### config.mk
export PLATFORM = sky130hd
export DESIGN_NAME = audio_interval_scheduler
export DESIGN_NICKNAME = d
export VERILOG_FILES = /design/src/rtl/audio_minmax_pkg.sv /design/src/rtl/interval_minmax_core.sv /design/src/rtl/audio_interval_scheduler.sv
export SDC_FILE = /design/constraint.sdc
export NUM_CORES = 1
export LEC_CHECK = 0
export BUFFER_PORTS_ARGS = -buffer_cell sky130_fd_sc_hd__buf_2
export CAP_MARGIN = 20
export CORE_ASPECT_RATIO = 2
export CORE_MARGIN = 2
export CORE_UTILIZATION = 52
export CTS_CLUSTER_DIAMETER = 120
export CTS_CLUSTER_SIZE = 10
export DETAILED_ROUTE_END_ITERATION = 8
export GPL_TIMING_DRIVEN = 0
export PLACE_DENSITY = 0.77
export SYNTH_ARGS = -nofsm -noshare
export SYNTH_HDL_FRONTEND = slang
export SYNTH_SLANG_ARGS = --single-unit
export TNS_END_PERCENT = 5
### constraint.sdc
create_clock -name clk -period 3.6 [get_ports clk]
set_clock_uncertainty 0.2 [all_clocks]
set_input_delay 1.08 -clock clk [delete_from_list [all_inputs] [get_ports clk]]
set_output_delay 1.08 -clock clk [all_outputs]
set_load 0.02 [all_outputs]
### src/rtl/audio_minmax_pkg.sv
// Shared defaults and types for the audio interval min/max pass.
package audio_minmax_pkg;

   localparam int DEF_DATA_W = 32;
   localparam int DEF_ADDR_W = 10;
   localparam int DEF_LEN_W  = 16;

   // Sample RAM read latency in cycles (data valid this many cycles after the strobe)
   localparam int RD_LAT = 1;

   typedef enum logic [2:0] {
      ST_IDLE   = 3'd0,
      ST_CHECK  = 3'd1,
      ST_RUN    = 3'd2,
      ST_DRAIN  = 3'd3,
      ST_FINISH = 3'd4
   } state_t;

endpackage

### src/rtl/interval_minmax_core.sv
// Streaming signed min/max accumulator: one sample per valid cycle, result
// registered the cycle after the interval's last sample.
module interval_minmax_core
   import audio_minmax_pkg::*;
#(
   parameter int DATA_W = DEF_DATA_W
) (
   input  logic              clk,
   input  logic              reset,
   input  logic              in_valid,
   input  logic              in_first,
   input  logic              in_last,
   input  logic [DATA_W-1:0] in_data,
   output logic              out_valid,
   output logic [DATA_W-1:0] out_min,
   output logic [DATA_W-1:0] out_max
);

   logic [DATA_W-1:0] min_q, max_q, min_d, max_d;
   logic [DATA_W-1:0] out_min_q, out_max_q;
   logic              out_valid_q;

   // Next running extremes: first sample seeds both, later samples update min and max independently
   always_comb begin
      min_d = min_q;
      max_d = max_q;
      if (in_first) begin
         min_d = in_data;
         max_d = in_data;
      end else begin
         if ($signed(in_data) < $signed(min_q)) begin
            min_d = in_data;
         end else begin
            min_d = min_q;
         end
         if ($signed(in_data) > $signed(max_q)) begin
            max_d = in_data;
         end else begin
            max_d = max_q;
         end
      end
   end

   // Accumulator state and registered per-interval result
   always_ff @(posedge clk) begin
      if (reset) begin
         min_q       <= '0;
         max_q       <= '0;
         out_min_q   <= '0;
         out_max_q   <= '0;
         out_valid_q <= 1'b0;
      end else begin
         out_valid_q <= in_valid && in_last;
         if (in_valid) begin
            min_q <= min_d;
            max_q <= max_d;
         end else begin
            min_q <= min_q;
            max_q <= max_q;
         end
         if (in_valid && in_last) begin
            out_min_q <= min_d;
            out_max_q <= max_d;
         end else begin
            out_min_q <= out_min_q;
            out_max_q <= out_max_q;
         end
      end
   end

   assign out_valid = out_valid_q;
   assign out_min   = out_min_q;
   assign out_max   = out_max_q;

endmodule

### src/rtl/audio_interval_scheduler.sv
// Sequences one min/max pass: reads S samples, splits them into L-sized
// intervals (trailing partial kept) and writes one (min,max) per interval.
module audio_interval_scheduler
   import audio_minmax_pkg::*;
#(
   parameter int DATA_W = DEF_DATA_W,
   parameter int ADDR_W = DEF_ADDR_W,
   parameter int LEN_W  = DEF_LEN_W
) (
   input  logic              clk,
   input  logic              reset,
   input  logic              start,
   input  logic [ADDR_W:0]   cfg_num_samples,
   input  logic [LEN_W-1:0]  cfg_interval_len,
   output logic              busy,
   output logic              done,
   output logic              err_cfg,
   output logic              smp_rd_en,
   output logic [ADDR_W-1:0] smp_rd_addr,
   input  logic [DATA_W-1:0] smp_rd_data,
   output logic              res_wr_en,
   output logic [ADDR_W-1:0] res_wr_addr,
   output logic [DATA_W-1:0] res_wr_min,
   output logic [DATA_W-1:0] res_wr_max,
   output logic [ADDR_W:0]   res_count
);

   localparam logic [ADDR_W:0] MAX_S = {1'b1, {ADDR_W{1'b0}}};

   state_t            state_q;
   logic              busy_q, done_q, err_q, rd_en_q;
   logic [ADDR_W-1:0] addr_q;
   logic [LEN_W-1:0]  pos_q;
   logic [ADDR_W:0]   s_q;
   logic [LEN_W-1:0]  l_q;
   logic [ADDR_W:0]   wr_idx_q;
   logic [ADDR_W:0]   res_count_q;
   logic [RD_LAT-1:0] vld_pipe_q, first_pipe_q, last_pipe_q;

   logic cfg_bad_d, addr_last_d, first_d, last_d;
   logic core_valid;

   // Per-read interval markers and configuration check, all from latched S/L
   always_comb begin
      cfg_bad_d   = (l_q == LEN_W'(0)) || (s_q == (ADDR_W+1)'(0)) || (s_q > MAX_S);
      addr_last_d = ({1'b0, addr_q} == (s_q - (ADDR_W+1)'(1)));
      first_d     = (pos_q == LEN_W'(0));
      last_d      = (pos_q == (l_q - LEN_W'(1))) || addr_last_d;
   end

   // Delay the read strobe and its markers so they line up with returned data
   always_ff @(posedge clk) begin
      if (reset) begin
         vld_pipe_q   <= '0;
         first_pipe_q <= '0;
         last_pipe_q  <= '0;
      end else begin
         vld_pipe_q   <= (vld_pipe_q   << 1) | RD_LAT'(rd_en_q);
         first_pipe_q <= (first_pipe_q << 1) | RD_LAT'(first_d);
         last_pipe_q  <= (last_pipe_q  << 1) | RD_LAT'(last_d);
      end
   end

   interval_minmax_core #(.DATA_W(DATA_W)) u_core (
      .clk       (clk),
      .reset     (reset),
      .in_valid  (vld_pipe_q[RD_LAT-1]),
      .in_first  (first_pipe_q[RD_LAT-1]),
      .in_last   (last_pipe_q[RD_LAT-1]),
      .in_data   (smp_rd_data),
      .out_valid (core_valid),
      .out_min   (res_wr_min),
      .out_max   (res_wr_max)
   );

   // Pass control FSM: addressing, interval position, write index and handshake outputs
   always_ff @(posedge clk) begin
      if (reset) begin
         state_q     <= ST_IDLE;
         busy_q      <= 1'b0;
         done_q      <= 1'b0;
         err_q       <= 1'b0;
         rd_en_q     <= 1'b0;
         addr_q      <= '0;
         pos_q       <= '0;
         s_q         <= '0;
         l_q         <= '0;
         wr_idx_q    <= '0;
         res_count_q <= '0;
      end else begin
         done_q <= 1'b0;
         err_q  <= 1'b0;
         if (core_valid) begin
            wr_idx_q <= wr_idx_q + (ADDR_W+1)'(1);
         end else begin
            wr_idx_q <= wr_idx_q;
         end
         case (state_q)
            ST_IDLE: begin
               if (start) begin
                  s_q         <= cfg_num_samples;
                  l_q         <= cfg_interval_len;
                  busy_q      <= 1'b1;
                  res_count_q <= '0;
                  state_q     <= ST_CHECK;
               end else begin
                  state_q <= ST_IDLE;
               end
            end
            ST_CHECK: begin
               if (cfg_bad_d) begin
                  busy_q  <= 1'b0;
                  done_q  <= 1'b1;
                  err_q   <= 1'b1;
                  state_q <= ST_FINISH;
               end else begin
                  rd_en_q  <= 1'b1;
                  addr_q   <= '0;
                  pos_q    <= '0;
                  wr_idx_q <= '0;
                  state_q  <= ST_RUN;
               end
            end
            ST_RUN: begin
               // One read per cycle; interval position wraps on each closing sample
               pos_q <= last_d ? LEN_W'(0) : (pos_q + LEN_W'(1));
               if (addr_last_d) begin
                  rd_en_q <= 1'b0;
                  state_q <= ST_DRAIN;
               end else begin
                  addr_q <= addr_q + ADDR_W'(1);
               end
            end
            ST_DRAIN: begin
               // Final write is the one with no sample left in flight behind it
               if (core_valid && !vld_pipe_q[RD_LAT-1]) begin
                  busy_q      <= 1'b0;
                  done_q      <= 1'b1;
                  res_count_q <= wr_idx_q + (ADDR_W+1)'(1);
                  state_q     <= ST_FINISH;
               end else begin
                  state_q <= ST_DRAIN;
               end
            end
            ST_FINISH: begin
               state_q <= ST_IDLE;
            end
            default: begin
               state_q <= ST_IDLE;
            end
         endcase
      end
   end

   assign busy        = busy_q;
   assign done        = done_q;
   assign err_cfg     = err_q;
   assign smp_rd_en   = rd_en_q;
   assign smp_rd_addr = addr_q;
   assign res_wr_en   = core_valid;
   assign res_wr_addr = wr_idx_q[ADDR_W-1:0];
   assign res_count   = res_count_q;

endmodule

==> impl_metrics.ini, run 1 <==
[run_status]
outcome = finished clean

[hold_path]
min_path_type = flop to flop

[setup_path]
reg2reg_from = s_q[0]
critical_path.top_delay_family = compound AO/OA/AOI/OAI gates
worst-path-stages = 12
cp-start-kind = input port
crit_top_cell = a21o_1
end_kind = flop
critPathMaxFanout = 10
path_buf_inv = 3
r2r_slack_ns = 0.19
required_ns = 3.79
crit_chain = buf_2 > ha_1 > a21o_1 > a21o_1 > a211oi_1 > o31ai_1 > or4_1 > o211ai_1 > buf_4 > buf_6 > mux2i_1 > nor2_1
worstReg2RegEnd = wr_idx_q[5]
critPathArrivalTime_ns = 3.68
worstSetupPathType = input port to flop
startpoint = smp_rd_data[17]
endpoint = u_core.min_q[5]
r2r_cells = 11
critPathMaxStageDelay_ns = 0.56
slowest_stage = or4_1

[logic_synthesis]
ys.flop_type = dfxtp_1
yosys-top-cells-area = dfxtp_1, mux2i_1, ha_1
yosysTopAreaCell = dfxtp_1
synth_cell_types = 67
synthArstFlopShare_pct = 0
synth_edf_count = 0
synthCells = 1343
syn_area_um2 = 11300
yosys-top-cells-count = dfxtp_1, a21oi_1, nand2_1, mux2i_1, o21ai_0
synth_top_area_share_pct = 38.1
ys_seq_area_share_pct = 38.1
avgSynthCellArea_um2 = 8.38
yosys_warnings = 0
synth_most_common_cell = dfxtp_1
synth_fp_nets = 1476
ys_ff_latch = 214

[drt]
postRouteAntennaNets = 0
drt-total-wl_mm = 32.0
wl_per_cell_um = 17.7
via_count = 10300
drc = 0
drtIter0Drc = 373
avgViaCountPerCell = 5.70
dr.pass1.iters = 5

[power]
totalPowerFinal_mw = 6.65
p_leak_nw = 5.90
power_density_nw_per_um2 = 503
max-vdd-ir-drop_uv = 404

[global_route]
grt_pass1_vias = 10200
grt_pass1_wl_mm = 50.0
grt_max_degree = 13
overflow = 0
antenna_found_initial = 3
grt_use_total_pct = 27.6

[sta]
fin_crit_sh_pct = 97.0
setup_viol = 0
rsz0062_at_grt = yes
fin_crit_ns = 3.49
final.setup.worst_slack_ns = 0.109
holdWs_ns = 0.269
timing.final.hold_violations = 0
setup_tns_ns = 0
worstMarginPinSlew_ns = 0.765
maxSlewHeadroom_pct = 49.0
drv_slew = 0
timing.fmax_mhz = 286

[place]
place_ws_ns = -1.01
gp_congestion = 0.942
portBuffers = 161
placed_cells = 1777
dp_hpwl_mm = 24.5

[cells_and_area]
area_growth_syn_to_layout_pct = 17.3
drive_gt1_share_pct = 16.3
nNetsFinal = 1667
final_cells = 1808

[clock_network]
cts_made_buffers = 25
cts.sinks = 214
root_buffer = clkbuf_16
worstSkewPairLatency_ns = 0.53
htreeDepth = 1
clk_pin_slew_ns = 0.06
clk_path_buf_depth = 3
cts_tree = built

[job]
cap_viol_max_count = 0

[floorplanning]
core-area_um2 = 21400
initial_core_util_pct = 52.6
num_rows = 76
die_w_um = 108
io_pins = 162
die_h_um = 212
dieArea_um2 = 22900
## stage by stage
| step | area (um2) | util [%] |
|---|---|---|
| detailed placement | 12400 | 58.0 |
| finish | 13200 | 61.7 |
| global placement | 12400 | 58.0 |
| floorplan | 11300 | - |
| global route | 13200 | 61.7 |
| CTS | 13100 | 61.2 |
## worst min path at each step
stage                       end        startpoint  depth (start not counted)  slack [ns]
6_report       u_core.max_q[11]  u_core.max_q[11]                          2        0.27
5_1_grt        u_core.max_q[10]  u_core.max_q[10]                          2        0.28
4_1_cts        u_core.max_q[10]  u_core.max_q[10]                          2        0.27
3_5_place_dp   u_core.max_q[10]  u_core.max_q[10]                          2        0.26
3_3_place_gp    u_core.max_q[5]   u_core.max_q[5]                          2        0.26
2_1_floorplan  u_core.max_q[10]  u_core.max_q[10]                          2        0.25
## final cells by class
class | instances | area [um2]
diodes | 1 | 2.50
plain buffers | 90 | 460
clock buffers | 25 | 626
clock inverters | 2 | 17.5
fillers | 2012 | 8190
inverters | 78 | 293
multi-input cells | 960 | 6340
flip-flops and latches | 214 | 4280
well taps | 273 | 342
repair buffers | 165 | 840
## cells in the final DEF, fill, tap and decap left out, types with 3 or more instances in the layout
cell	n
and2_1	5
or2_2	4
buf_2	165
a31oi_1	3
xor2_1	32
nor4_4	3
o21a_1	4
and3_1	19
and4_1	4
nor4b_1	3
nand4_1	16
xnor2_1	25
ha_1	70
o21ai_0	98
dfxtp_1	214
nor2_1	86
a21oi_1	160
nor3b_1	10
nand3_1	45
buf_4	16
clkbuf_1	54
nand2b_1	5
o31ai_1	4
clkbuf_4	4
nand3b_1	4
clkbuf_16	25
clkbuf_2	7
buf_6	7
or4_1	7
nor3_1	19
nor2b_1	12
or3_1	7
nor4_1	8
a21o_1	17
nand2_1	132
a22oi_1	11
a211oi_1	4
inv_1	78
mux2i_1	102
## worst reg2reg max path: stages, from the launching register on
cell,delay [ns]
dfxtp_1,0.41
inv_1,0.12
ha_1,0.16
or4b_2,0.66
or4_1,0.43
o311a_1,0.15
and3_1,0.19
clkbuf_2,0.17
or2_2,0.29
clkbuf_1,0.20
buf_2,0.24
nor2_1,0.13
## sequential cells by signal, summed over array words and instances, names as in the netlist, 3 cells and up
name,flops
u_core.out_min,32
u_core.max_q,32
res_count,11
s_q,11
wr_idx_q,11
smp_rd_addr,10
state_q,3
l_q,16
pos_q,16
u_core.min_q,32
u_core.out_max,32
## logic make-up (layout without fill, tap and decap cells)
kind of cell | Yosys count | in the layout | synth area share (%)
AND/OR/NAND/NOR | 401 | 401 | 17.5
AO/OA/AOI/OAI | 328 | 328 | 16.6
flip-flops | 214 | 214 | 38.1
buffers and inverters | 169 | 360 | 6.27
multiplexers | 103 | 103 | 9.16
adder cells (fa/ha/maj) | 71 | 71 | 7.89
XOR/XNOR | 57 | 57 | 4.44
other | 0 | 1 | 0
## per-layer routing
layer	global-route usage (%)	share of wire, %	vias to the layer above
met2	52.9	55	297
met5	0	0.062	-
met3	3.99	4.3	116
met4	17.8	6.4	4
li1	-	-	5034
met1	26.7	34	4853
## where the power goes
| part | internal (mW) | total (mW) | switching [mW] | leakage [nW] |
|---|---|---|---|---|
| clock | 1.22 | 2.17 | 0.952 | 0.317 |
| sequential | 2.51 | 2.66 | 0.156 | 1.73 |
| combinational | 0.717 | 1.81 | 1.09 | 3.86 |
| total | 4.45 | 6.65 | 2.20 | 5.90 |
## timing repair
item	in CTS	in global routing
setup buffers	3	1
cloned	0	0
setup endpoints to repair	132	135
pin swaps	2	4
hold buffers	0	0
gates resized for setup	8	41
Power figures use the tool's default switching activity.
==> inputs of run 2 (changes only) <==
CORE_MARGIN = 1.5   (was 2)
CTS_CLUSTER_DIAMETER = 30   (was 120)
==> run 2 against run 1 <==
Non-clock buffer count stayed put. Utilization is 2.1 points higher. Via count is 2.2% higher. Clock power is 47% higher. Worst setup slack worse by 0.093 ns. Register-to-register slack hardly changed. Flip-flop and latch count stayed put. Die area is 1.4% lower. Critical endpoint is now u_core.max_q[21].
==> impl_metrics.ini, run 2 (synthesis gave the netlist of run 1 again) <==
[run_status]
outcome = finished clean

[cells_and_area]
final_common_cell = dfxtp_1
drive_gt1_share_pct = 17.2
final_core_util_pct = 63.8
area_growth_syn_to_layout_pct = 21.3
final_cells = 1835
nNetsFinal = 1676
antenna_cells = 0
layout_common_cells = dfxtp_1, buf_2, a21oi_1
fin_area_um2 = 13600

[clock_network]
clk_pin_slew_ns = 0.05
worstSkewPairLatency_ns = 0.51
cts_tree = built
cts.sinks = 214
cts_made_buffers = 34
htreeDepth = 2
cts_hold_buf = 0
root_buffer = clkbuf_16
clk_path_buf_depth = 3

[sta]
fin_crit_ns = 3.58
timing.final.hold_violations = 0
maxSlewHeadroom_pct = 48.9
timing.fmax_mhz = 279
final.setup.worst_slack_ns = 0.0162
fin_crit_sh_pct = 99.5
worstMarginPinSlew_ns = 0.760
setup_viol = 0
rsz0062_at_grt = yes
drv_slew = 0

[floorplanning]
initial_core_util_pct = 52.6
num_rows = 76
die_w_um = 107
io_pins = 162
dieArea_um2 = 22600
die_h_um = 211
core-area_um2 = 21400

[setup_path]
required_ns = 3.82
critPathArrivalTime_ns = 3.81
critPathMaxStageDelay_ns = 0.46
slowest_stage = clkbuf_1
end_kind = flop
r2r_cells = 9
worstSetupPathType = input port to flop
cp-start-kind = input port
crit_top_cell = a21o_1
crit_chain = buf_2 > ha_1 > a21o_1 > a21o_1 > a221oi_1 > o21ai_0 > nor3b_1 > a311o_1 > clkbuf_1 > nand2_1 > a21oi_1
critPathMaxFanout = 10

[global_route]
grt_pass1_vias = 10500
antenna_found_initial = 1
grt_max_degree = 11
grt_use_total_pct = 28.6
grt_pass1_wl_mm = 51.1
overflow = 0

[drt]
drc = 0
wl_per_cell_um = 17.8
dr.pass1.iters = 5
drtIter0Drc = 381
avgViaCountPerCell = 5.74
via_count = 10500
postRouteAntennaNets = 0
drt-total-wl_mm = 32.7

[place]
dp_hpwl_mm = 24.7
placed_cells = 1777
place_ws_ns = -0.975
portBuffers = 161
placed_area_um2 = 12400
gp_congestion = 0.945

[hold_path]
min_path_type = flop to flop
min_path_cells = 2

[power]
max-vdd-ir-drop_uv = 450
power_density_nw_per_um2 = 562
p_leak_nw = 6.11
totalPowerFinal_mw = 7.68

[job]
cap_viol_max_count = 0
run 2: cell count changes in the layout (fill, tap and decap cells not counted), moves of 3 or more:
cell	change
clkbuf_4	-3
bufinv_16	+3
clkinv_2	+6
clkbuf_1	+7
clkbuf_8	+3
clkbuf_2	-5
clkbuf_16	+10
run 2: cell type report:
cell class | instances | area [um2]
Multi-Input combinational cell | 960 | 6340
Clock inverter | 14 | 163
Inverter | 78 | 293
Buffer | 90 | 463
Sequential cell | 214 | 4280
Fill cell | 1910 | 7750
Timing Repair Buffer | 165 | 836
Tap cell | 273 | 342
Clock buffer | 41 | 928
run 2: final timing paths:
kind | start | endpoint | slack, ns
worst max-delay path | smp_rd_data[29] | u_core.max_q[21] | 0.02
worst min-delay path | u_core.max_q[1] | u_core.max_q[1] | 0.27
worst max register to register | l_q[6] | pos_q[10] | 0.18
worst min register to register | u_core.max_q[1] | u_core.max_q[1] | 0.27
run 2: power by group:
| group | leakage [nW] | total (mW) | switching [mW] | internal [mW] |
|---|---|---|---|---|
| Sequential | 1.73 | 2.67 | 0.160 | 2.51 |
| Clock | 0.540 | 3.19 | 1.15 | 2.04 |
| Combinational | 3.84 | 1.82 | 1.10 | 0.716 |
run 2: per-layer routing:
layer  up-vias  part of all wire (%)  track usage (%)
met2       309                    56             55.9
li1       5067                     -                -
met1      5032                    34             26.6
met3       122                   4.2             4.35
met4         2                   6.3             18.0
met5         -                 0.031                0
run 2: repair_timing:
action,in CTS,in global routing
gates resized for setup,12,23
pin swaps,2,3
buffers inserted,3,1
endpoints found under the setup margin,132,133
run 2: through the flow:
stage	hold WS [ns]	setup TNS (ns)
after floorplan	0.249	-1.61
after global placement	0.256	-94.04
after detailed placement	0.264	-96.47
after CTS	0.267	-0.317
after global routing	0.289	-1.28
final	0.269	0
run 2: critical path, delay by kind of cell:
kind | cells | cell delay (ns)
AND/OR/NAND/NOR | 2 | 0.39
adder cells (fa/ha/maj) | 1 | 0.32
buffers and inverters | 2 | 0.61
AO/OA/AOI/OAI | 6 | 1.39
==> inputs of run 3 (changes only) <==
REMOVE_ABC_BUFFERS = 1   (was default)
==> run 3 against run 2 <==
Non-clock buffer count decreased by 73. Register-to-register slack improved by 0.03 ns. Critical path type unchanged. Sequential share of layout area decreased by 0.058 points. Clock-buffer cell count unchanged. Global-route usage decreased by 1.9 points.
==> impl_metrics.ini, run 3 (synthesis gave the netlist of run 1 again) <==
[run_status]
outcome = finished clean

[floorplanning]
dieArea_um2 = 22600
core-area_um2 = 21400
initial_core_util_pct = 52.6
num_rows = 76
die_h_um = 211
die_w_um = 107
io_pins = 162

[power]
p_clk_share_pct = 42.6
intPower_mw = 5.43
switching_power_mw = 2.41
power_density_nw_per_um2 = 574
power_frac_comb_pct = 23.1
p_leak_nw = 6.08
power.share.switching_pct = 30.8
max-vdd-ir-drop_uv = 406
pwr-share-seq_pct = 34.3

[drt]
avgViaCountPerCell = 5.74
dr.pass1.iters = 5
drt-total-wl_mm = 30.9
postRouteAntennaNets = 0
via_count = 10100
wl_per_cell_um = 17.5
drc = 0
drtIter0Drc = 436

[cells_and_area]
antenna_cells = 0
drive_gt1_share_pct = 18.6
fillers = 1835
nNetsFinal = 1604
multi_input_area_um2 = 6450
area_growth_syn_to_layout_pct = 21.5
final_core_util_pct = 63.9
final_common_cell = dfxtp_1
seqCellArea_um2 = 4280
layout_common_cells = dfxtp_1, a21oi_1, buf_2

[sta]
setup_viol = 0
timing.final.hold_violations = 0
final.setup.worst_slack_ns = 0.0349
fin_crit_ns = 3.57
timing.fmax_mhz = 281
worstMarginPinSlew_ns = 0.881
rsz0062_at_grt = yes
fin_crit_sh_pct = 99.0
holdWs_ns = 0.268
drv_slew = 0
maxSlewHeadroom_pct = 41.0

[global_route]
grt_pass1_vias = 9852
overflow = 0
grt_use_total_pct = 26.7
grt_max_degree = 76
grt_pass1_wl_mm = 47.7
antenna_found_initial = 0

[setup_path]
r2r_slack_ns = 0.21
critPathMaxFanout = 32
crit_chain = buf_2 > ha_1 > nand4_1 > nor3_1 > a221oi_1 > o21ai_1 > nor3b_2 > a311o_2 > mux2i_1 > nor2_1
worstReg2RegEnd = pos_q[0]
critical_path.top_delay_family = compound AO/OA/AOI/OAI gates
end_kind = flop
worstSetupPathType = input port to flop
r2r_cells = 10
critPathArrivalTime_ns = 3.74
reg2reg_from = s_q[0]
required_ns = 3.77
critPathMaxStageDelay_ns = 0.75
slowest_stage = a311o_2
cp-start-kind = input port
path_buf_inv = 1

[place]
portBuffers = 161
dp_hpwl_mm = 21.4
place_ws_ns = -1.30
gp_congestion = 0.941

[job]
cap_viol_max_count = 0

[clock_network]
clk_path_buf_depth = 3
cts_hold_buf = 0
clk_pin_slew_ns = 0.05
htreeDepth = 2
worstSkewPairLatency_ns = 0.50
cts.sinks = 214
cts_made_buffers = 34
root_buffer = clkbuf_16
cts_tree = built

[hold_path]
min_path_cells = 2
min_path_type = flop to flop
hold_start = u_core.max_q[20]
min_to = u_core.max_q[20]
-- run 3: metal layers --
metal / GRT usage, % / part of all wire [%] / vias up / wire length (um)
li1: - / - / 4947 / -
met1: 24.8 / 34 / 4738 / 10500
met2: 51.9 / 55 / 328 / 17000
met3: 3.98 / 4.6 / 122 / 1410
met4: 17.4 / 6.5 / 0 / 2020
met5: 0 / 0 / - / 0
-- run 3: worst max path at each step --
| stage | startpoint | to | slack [ns] | depth (start not counted) |
|---|---|---|---|---|
| floorplan | smp_rd_data[27] | u_core.out_max[0] | -3.07 | 7 |
| global placement | smp_rd_data[23] | u_core.out_max[2] | -5.84 | 8 |
| detailed placement | smp_rd_data[21] | u_core.min_q[20] | -1.30 | 13 |
| CTS | l_q[6] | pos_q[4] | -0.0009 | 8 |
| global route | smp_rd_data[30] | u_core.min_q[16] | -0.07 | 13 |
| finish | smp_rd_data[21] | u_core.max_q[0] | 0.03 | 10 |
-- run 3: area by class of cell --
cell class	instances	share of cell area (%)
Clock buffer	41	7.03
Clock inverter	16	1.46
Inverter	78	2.14
Multi-Input combinational cell	961	47.1
Sequential cell	214	31.3
Tap cell	273	2.50
Timing Repair Buffer	182	8.39
-- run 3: through the flow --
step / setup TNS, ns / area [um2] / std cells / total power, mW
floorplan: -296.43 / 10800 / 1252 / 3.91
global placement: -612.57 / 12000 / 1686 / 4.36
detailed placement: -110.75 / 12300 / 1699 / 4.43
CTS: -0.000928 / 13500 / 1759 / 7.84
global route: -0.761 / 13700 / 1765 / 8.20
finish: 0 / 13700 / 1765 / 7.84
-- run 3: what timing repair did --
action / 4_1_cts / 5_1_grt
setup buffers: 3 / 5
endpoints found under the setup margin: 140 / 67
cloned: 0 / 1
pin swaps: 8 / 5
resized for setup: 16 / 16
-- run 3: power groups by stage --
stage | clock network, mW | registers (mW) | logic (mW)
4_1_cts | 3.40 | 2.68 | 1.75
3_5_place_dp | 0 | 2.73 | 1.69
5_1_grt | 3.50 | 2.71 | 1.99
2_1_floorplan | 0 | 2.70 | 1.21
3_3_place_gp | 0 | 2.73 | 1.63
6_report | 3.35 | 2.69 | 1.81
-- run 3: tightest hold or removal path, cell delays in order, from the launching register on --
cell,delay (ns)
dfxtp_1,0.31
nand2_1,0.05
a21oi_1,0.05
